$ cat config.mk
export PLATFORM = sky130hd
export DESIGN_NAME = traffic_request_encoder
export DESIGN_NICKNAME = d
export VERILOG_FILES = /design/src/rtl/traffic_pkg.sv /design/src/rtl/sensor_debounce.sv /design/src/rtl/traffic_request_encoder.sv
export SDC_FILE = /design/constraint.sdc
export NUM_CORES = 1
export LEC_CHECK = 0
export BUFFER_PORTS_ARGS = -buffer_cell sky130_fd_sc_hd__buf_4
export CORE_MARGIN = 4
export CORE_UTILIZATION = 50
export CTS_CLUSTER_DIAMETER = 30
export DETAILED_ROUTE_END_ITERATION = 10
export PLACE_DENSITY = 0.68
export SYNTH_ARGS = -nofsm -noshare
export SYNTH_HDL_FRONTEND = slang
export SYNTH_SLANG_ARGS = --single-unit
$ cat constraint.sdc
create_clock -name clk -period 3.4 [get_ports clk]
set_input_delay 0.68 -clock clk [delete_from_list [all_inputs] [get_ports clk]]
set_output_delay 0.68 -clock clk [all_outputs]
set_load 0.05 [all_outputs]
$ cat src/rtl/traffic_pkg.sv
// traffic_pkg: constants shared between the traffic controller and its
// request encoder front end (demand codes and light-output bit positions).
package traffic_pkg;

    // Demand code presented on the controller's `in` input.
    typedef enum logic [1:0] {
        DEM_NONE = 2'b00,
        DEM_NS   = 2'b01,
        DEM_EW   = 2'b10,
        DEM_BOTH = 2'b11
    } dem_code_e;

    // Bit positions inside the controller's 4-bit light output `o`.
    localparam int unsigned NS_GRN = 3;
    localparam int unsigned NS_RED = 2;
    localparam int unsigned EW_GRN = 1;
    localparam int unsigned EW_RED = 0;

    // Road index used for per-road arrays (matches bit order of in_code).
    localparam int unsigned ROAD_NS = 0;
    localparam int unsigned ROAD_EW = 1;

endpackage : traffic_pkg

$ cat src/rtl/sensor_debounce.sv
// sensor_debounce: two-flop synchroniser, counting debouncer and
// rising/falling edge detection for one raw road sensor. While `en` is low
// the synchroniser keeps sampling but the debouncer and edge register hold,
// so an edge that happens during the freeze is seen once `en` returns.
module sensor_debounce #(
    parameter int unsigned DEBOUNCE = 4
) (
    input  logic clk,
    input  logic res_n,
    input  logic en,
    input  logic raw,
    output logic level,
    output logic rise,
    output logic fall
);

    // Last count value before the debounced level flips (DEBOUNCE is 1..255).
    localparam logic [7:0] CNT_LAST = 8'(DEBOUNCE - 1);

    logic [1:0] sync_r;
    logic [7:0] cnt_r;
    logic       deb_r;
    logic       prev_r;

    // Two-flop synchroniser for the asynchronous sensor; never frozen.
    always_ff @(posedge clk or negedge res_n) begin
        if (!res_n) begin
            sync_r <= 2'b00;
        end else begin
            sync_r <= {sync_r[0], raw};
        end
    end

    // Debouncer: count cycles the synchronised input disagrees, flip on DEBOUNCE.
    always_ff @(posedge clk or negedge res_n) begin
        if (!res_n) begin
            cnt_r <= 8'd0;
            deb_r <= 1'b0;
        end else if (en) begin
            if (sync_r[1] == deb_r) begin
                cnt_r <= 8'd0;
            end else if (cnt_r == CNT_LAST) begin
                deb_r <= ~deb_r;
                cnt_r <= 8'd0;
            end else begin
                cnt_r <= cnt_r + 8'd1;
            end
        end else begin
            cnt_r <= cnt_r;
            deb_r <= deb_r;
        end
    end

    // Delayed copy of the debounced level for edge detection.
    always_ff @(posedge clk or negedge res_n) begin
        if (!res_n) begin
            prev_r <= 1'b0;
        end else if (en) begin
            prev_r <= deb_r;
        end else begin
            prev_r <= prev_r;
        end
    end

    assign level = deb_r;
    assign rise  = deb_r & ~prev_r;
    assign fall  = ~deb_r & prev_r;

endmodule : sensor_debounce

$ cat src/rtl/traffic_request_encoder.sv
// traffic_request_encoder: turns debounced NS/EW sensor edges into latched
// demands for the traffic controller and clears each demand when that road's
// green light comes on. in_code comes straight from the latch flops.
// Optional feature: define TRAFFIC_ENC_STUCK_EN to add per-road stuck-sensor
// detection (adds the STUCK_CYC parameter and the `stuck` output).
module traffic_request_encoder
    import traffic_pkg::*;
#(
    parameter int unsigned DEBOUNCE  = 4
`ifdef TRAFFIC_ENC_STUCK_EN
    ,
    parameter int unsigned STUCK_CYC = 1024
`endif
) (
    input  logic       clk,
    input  logic       res_n,
    input  logic       en,
    input  logic       sens_ns,
    input  logic       sens_ew,
    input  logic [3:0] o,
`ifdef TRAFFIC_ENC_STUCK_EN
    output logic [1:0] stuck,
`endif
    output logic [1:0] in_code
);

    logic [1:0] level_s;
    logic [1:0] rise_s;
    logic [1:0] fall_s;
    logic [1:0] grn_r;
    logic [1:0] grn_d_r;
    logic [1:0] clr_s;
    logic [1:0] mask_s;
    logic [1:0] lat_r;

    sensor_debounce #(.DEBOUNCE(DEBOUNCE)) u_deb_ns (
        .clk   (clk),
        .res_n (res_n),
        .en    (en),
        .raw   (sens_ns),
        .level (level_s[ROAD_NS]),
        .rise  (rise_s[ROAD_NS]),
        .fall  (fall_s[ROAD_NS])
    );

    sensor_debounce #(.DEBOUNCE(DEBOUNCE)) u_deb_ew (
        .clk   (clk),
        .res_n (res_n),
        .en    (en),
        .raw   (sens_ew),
        .level (level_s[ROAD_EW]),
        .rise  (rise_s[ROAD_EW]),
        .fall  (fall_s[ROAD_EW])
    );

    // Red bits play no part in clearing demands.
    logic unused_red_s;
    assign unused_red_s = ^{o[NS_RED], o[EW_RED]};

    // Two-stage registered copy of the green bits; the edge is taken between
    // the stages so the controller output never reaches the latch directly.
    always_ff @(posedge clk or negedge res_n) begin
        if (!res_n) begin
            grn_r   <= 2'b00;
            grn_d_r <= 2'b00;
        end else if (en) begin
            grn_r   <= {o[EW_GRN], o[NS_GRN]};
            grn_d_r <= grn_r;
        end else begin
            grn_r   <= grn_r;
            grn_d_r <= grn_d_r;
        end
    end

    assign clr_s = grn_r & ~grn_d_r;

`ifdef TRAFFIC_ENC_STUCK_EN
    localparam int unsigned SCW = $clog2(STUCK_CYC + 1);
    localparam logic [SCW-1:0] STUCK_MAX = SCW'(STUCK_CYC);
    localparam logic [SCW-1:0] STUCK_PRE = SCW'(STUCK_CYC - 1);

    logic [SCW-1:0] scnt_r [2];
    logic [1:0]     stuck_r;

    // Per-road saturating count of debounced-high cycles; a debounced fall restarts it.
    always_ff @(posedge clk or negedge res_n) begin
        if (!res_n) begin
            scnt_r[0] <= '0;
            scnt_r[1] <= '0;
            stuck_r   <= 2'b00;
        end else if (en) begin
            for (int r = 0; r < 2; r++) begin
                if (fall_s[r]) begin
                    scnt_r[r]  <= '0;
                    stuck_r[r] <= 1'b0;
                end else if (level_s[r] && (scnt_r[r] != STUCK_MAX)) begin
                    scnt_r[r] <= scnt_r[r] + {{(SCW-1){1'b0}}, 1'b1};
                    if (scnt_r[r] == STUCK_PRE) begin
                        stuck_r[r] <= 1'b1;
                    end else begin
                        stuck_r[r] <= stuck_r[r];
                    end
                end else begin
                    scnt_r[r]  <= scnt_r[r];
                    stuck_r[r] <= stuck_r[r];
                end
            end
        end else begin
            scnt_r[0] <= scnt_r[0];
            scnt_r[1] <= scnt_r[1];
            stuck_r   <= stuck_r;
        end
    end

    assign mask_s = stuck_r;
    assign stuck  = stuck_r;
`else
    assign mask_s = 2'b00;

    // Level and falling edge only feed the stuck detector.
    logic unused_deb_s;
    assign unused_deb_s = ^{level_s, fall_s};
`endif

    // Demand latches: clear (green edge or stuck) wins over a new debounced rise.
    always_ff @(posedge clk or negedge res_n) begin
        if (!res_n) begin
            lat_r <= 2'b00;
        end else if (en) begin
            for (int r = 0; r < 2; r++) begin
                if (clr_s[r] || mask_s[r]) begin
                    lat_r[r] <= 1'b0;
                end else if (rise_s[r]) begin
                    lat_r[r] <= 1'b1;
                end else begin
                    lat_r[r] <= lat_r[r];
                end
            end
        end else begin
            lat_r <= lat_r;
        end
    end

    assign in_code = lat_r;

endmodule : traffic_request_encoder

**Yosys cells after proc, flatten, opt, wreduce, memory -nomap -nowiden**

Index checks and enable logic that the tools add are counted.

- Flip-flop bits (word level): 30
- Latch bits: 0
- RAM bits: 0
- Memory bits (read-only): 0
- Memories kept: 0

- Add/subtract/negate cells: 2
- Multiply operators: 0
- Divide/modulo/power cells: 0
- $lt $le $gt $ge: 0
- Eq/ne operators: 4
- Shift operators: 0
- Mux-type cells: 8
- Bitwise operators: 10
- Reductions and logical operators: 6

Operators by type and width:

| operator | number |
|---|---|
| 8-bit two-way mux | 4 |
| 8-bit by 1-bit adder with 8-bit output (second input constant) | 2 |
| 8-bit by 2-bit == test with 1-bit output (second input constant) | 2 |
| 1-bit inverter | 6 |
| 3-bit AND reduction | 2 |
| 1-bit two-way mux | 4 |
| 2-bit AND reduction | 2 |
| 2-bit nonzero test | 2 |
| 1-bit AND | 2 |
| 2-bit AND | 1 |
| 1-bit == test | 2 |
| 2-bit inverter | 1 |

**Logic depth before layout (Yosys ltp)**

- Depth after elaboration: 4
- Gate-level depth with buffers: 6

**Hierarchy**

A second synthesis with hierarchy kept.

- Cell total of the unflattened synthesis: 129
- Area total of the unflattened synthesis: 1450.1 um^2

Modules (own cells, without submodules):

| module | times used | cells an instance | area each (um^2) | seq. area each (um^2) |
|---|---|---|---|---|
| sensor_debounce | 2 | 55 | 605.6 | 300.3 |
| traffic_request_encoder | 1 | 19 | 239.0 | 150.1 |

**Least setup slack after synthesis**

OpenSTA, ideal clock, no wires.

- Path kind: input to register
- Start: input port en
- End: register u_deb_ew.cnt_r[7]
- Library setup time: 0.082 ns
- Arrival: 1.453 ns
- Data required time: 3.318 ns
- Slack: 1.865 ns
- Cell stages on the path: 6
- Buffers on the path: 2
- Cells stage by stage: inv_1 buf_2 a211oi_2 buf_4 o21ai_1 a31oi_1

RTL lines:

| element | line | RTL |
|---|---|---|
| start: declaration | traffic_request_encoder.sv:17 | `input logic en,` |
| end signal: assignment | sensor_debounce.sv:46 | `cnt_r <= cnt_r + 8'd1;` |
| end signal: assignment | sensor_debounce.sv:49 | `cnt_r <= cnt_r;` |
| end: declaration | sensor_debounce.sv:21 | `logic [7:0] cnt_r;` |

**Final worst setup path**

- Start: register u_deb_ns.cnt_r[1]
- End: register u_deb_ns.cnt_r[5]

- Longest elaborated chain between the ends: 3
- Elaborated cells on any way between the ends: 4

RTL lines:

| element | line | RTL |
|---|---|---|
| start: declaration | sensor_debounce.sv:21 |  |
| start signal: assignment | sensor_debounce.sv:46 |  |
| start signal: assignment | sensor_debounce.sv:49 |  |
| 8-bit by 1-bit adder with 8-bit output or 8-bit by 2-bit == test with 1-bit output (tied branches) | sensor_debounce.sv:46, sensor_debounce.sv:42 |  |
| 8-bit two-way mux (*) | sensor_debounce.sv:42 | `end else if (cnt_r == CNT_LAST) begin` |
| 8-bit two-way mux (*) | sensor_debounce.sv:40 | `if (sync_r[1] == deb_r) begin` |

Mark *: on every way between the ends. The rest lies on a longest branch, timed or not.
A chain may end at the register's enable or synchronous reset.

==> flow_summary.yaml <==
status:
  status: "finished clean"
cts:
  postCtsSetupRepairBufs: 0
  clockBufferDepth: 2
  htreeDepth: 2
  holdBufCountCts: 0
  cts.sinks: 30
  cts.clk_slew.worst_paths_ps: 100
  tritoncts: "yes"
  cts_root_buf: "clkbuf_4"
  cts_inserted_buffers: 5
  clk_latency_ps: 330
  cts_resized: 0
pwr:
  p_sw_w: 0.0003512
  switching_share: 0.3527
  seqPwrFrac: 0.509
  p_per_area_nw_per_um2: 652.1
  intPower_w: 0.0006443
  p_comb_frac: 0.270
  power_frac_clock: 0.221
  peakVddDrop_mv: 0.5110
  power.leakage_nw: 0.6960
sta:
  min_period_ps: 1949
  hold_ws_ps: 247.9
  max_freq_ghz: 0.5131
  max_slew_margin: 0.5018
  skew_ps: 8.588
  finalWorstSetupSlack_ps: 1451
  slew_violations: 0
  fin_crit_sh: 0.5733
  setup_violations: 0
  worstMarginPinSlew_ps: 745.9
  hold_viol_final: 0
  final.setup.tns_ps: 0
  rsz0062_at_grt: "no"
finish:
  fin_util: 0.5945
  fin_nets: 150
  antennaDiodeCount: 0
  area_growth_pct: 8.637
  drive_gt1_frac: 0.2029
  stdcell_count: 168
floorplan:
  rows: 18
  fp.dieArea_um2: 3722
  start_util: 0.5473
  ios: 11
  die_w_um: 61.01
  core_area_um2: 2567
  dieHeight_um: 61.01
global_routing:
  grt_pass1_wl_um: 4167
  gr-total-overflow: 0
  grt_max_degree: 31
  first_global_vias: 963
  grt_usage: 0.1531
  antenna_found_initial: 0
detailed_routing:
  drc: 0
  first_iter_violations: 29
  viasPerCell: 5.952
  routedWlPerCell_um: 14.00
  drt_wl_total_um: 2352
  drt_first_pass_iters: 4
  detail-route-antenna-nets: 0
  vias: 1000
synthesis:
  synth_cell_types: 32
  seq_area_frac_synth: 0.5343
  synth_top_area_frac: 0.5343
  synth_area_um2: 1405
  yosysTopAreaCell: "dfrtp_1"
  ys_warn_count: 0
  syn_nets: 141
  ys_ff_latch: 30
  syn-mean-instance-area_um2: 10.98
  synth_area_leaders: "dfrtp_1 53%, mux2_2 4.8%, a31oi_1 4.5%"
  syn_inst: 128
setup_path:
  crit_type: "flip-flop to flip-flop"
  critPathLaunchType: "flip-flop"
  worst_ep_required_time_ps: 3660
  arrival_ps: 2210
  critPathMaxFanout: 12
  endpoint_kind: "flip-flop"
run:
  max_cap_violations: 0
placed_design:
  numPortBuffers: 8
  gp_congestion: 0.7948
  pre_cts_ws_ps: 1160
  dp.cells: 160
  dp_hpwl_um: 1560
min_path:
  hold_class: "primary input to async pin"
==> per-stage QoR <==
| stage | area (um^2) | power, W |
|---|---|---|
| floorplan | 1405 | 0.0007230 |
| finish | 1526 | 0.0009955 |
| CTS | 1526 | 0.001006 |
| global placement | 1466 | 0.0007724 |
| detailed placement | 1466 | 0.0007825 |
| global route | 1526 | 0.001059 |
==> sequential cells by signal, summed over array words and instances, names as in the netlist <==
signal and flops:
u_deb_ns.level 1, grn_d_r 2, u_deb_ew.sync_r 2, in_code 2, u_deb_ew.level 1, u_deb_ns.cnt_r 8
u_deb_ew.prev_r 1, u_deb_ns.sync_r 2, u_deb_ns.prev_r 1, u_deb_ew.cnt_r 8, grn_r 2
==> path summary, 6_finish.rpt <==
path | from | end | slack (ps) | depth (start not counted)
max in group asynchronous | res_n | u_deb_ns.sync_r[1] | 2870 | 1
worst max-delay path | u_deb_ns.cnt_r[1] | u_deb_ns.cnt_r[5] | 1450 | 5
worst min register to register | u_deb_ns.sync_r[0] | u_deb_ns.sync_r[1] | 350 | 0
min in group clk | u_deb_ns.sync_r[0] | u_deb_ns.sync_r[1] | 350 | 0
worst min-delay path | res_n | u_deb_ns.cnt_r[6] | 250 | 1
worst max register to register | u_deb_ns.cnt_r[1] | u_deb_ns.cnt_r[5] | 1450 | 5
==> routing by layer <==
layer,global-route usage,part of all wire
met5,0,0
met1,0.1932,0.48
met2,0.2382,0.46
met3,0.04822,0.049
met4,0.07740,0.019
==> final cells by class <==
| class | count | area [um^2] |
|---|---|---|
| fillers | 221 | 1041 |
| well taps | 30 | 37.54 |
| clock buffers | 7 | 55.05 |
| multi-input cells | 86 | 595.6 |
| clock inverters | 1 | 5.005 |
| flip-flops and latches | 30 | 750.7 |
| inverters | 6 | 22.52 |
| repair buffers | 8 | 60.06 |
==> Yosys cell counts <==
cell and number:
o21ai_0 7, o21ai_1 1, nand3_1 8, buf_6 1, nand4_1 2, nor3_1 3
clkbuf_1 2, a21oi_1 4, ha_1 4, and3_2 1, a211oi_2 2, a22o_1 3
and2_1 1, buf_2 1, a41oi_1 2, dfrtp_1 30, a31oi_1 10, xor2_1 1
clkbuf_2 1, mux2_2 6, nand2_1 11, xnor2_1 4, nand2b_1 1, nor2_1 5
o32a_1 1, a22o_2 2, a221o_1 1, nor4b_2 2, buf_4 1, nor2b_1 1
and3_1 3, inv_1 6
==> critical path, stage by stage, from the launching register on <==
cell and delay (ps):
dfrtp_1 440, ha_1 240, nor4b_2 180, a211oi_2 640, o21ai_0 190, a31oi_1 190
==> logic make-up after synthesis <==
kind of cell	synth area share
AND/OR/NAND/NOR	0.1443
AO/OA/AOI/OAI	0.1647
flip-flops	0.5343
buffers and inverters	0.04185
multiplexers	0.04808
XOR/XNOR	0.03117
adder cells (fa/ha/maj)	0.03562
==> layout by cell type (no fill, tap or decap) <==
cell type and count:
a211oi_2 2, a22o_2 2, xor2_1 1, a22o_1 3, and3_1 3, nand2_1 11, dfrtp_1 30, and3_2 1
o21ai_1 1, buf_4 8, nor2b_1 1, mux2_2 6, nand3_1 8, nor4b_2 2, a31oi_1 10, o21ai_0 7
o32a_1 1, inv_1 6, clkinv_2 1, a221o_1 1, ha_1 4, nand2b_1 1, clkbuf_8 1, nor2_1 5
clkbuf_4 5, a41oi_1 2, and2_1 1, clkbuf_1 1, a21oi_1 4, nand4_1 2, nor3_1 3, xnor2_1 4
==> power by group through the flow <==
stage,combinational (W),clock (W),sequential (W)
6_report,0.000268,0.000220,0.000507
5_1_grt,0.000297,0.000243,0.000519
4_1_cts,0.000271,0.000229,0.000506
3_5_place_dp,0.000269,0,0.000513
3_3_place_gp,0.000262,0,0.000510
2_1_floorplan,0.000192,0,0.000531
Power figures use the tool's default switching activity.
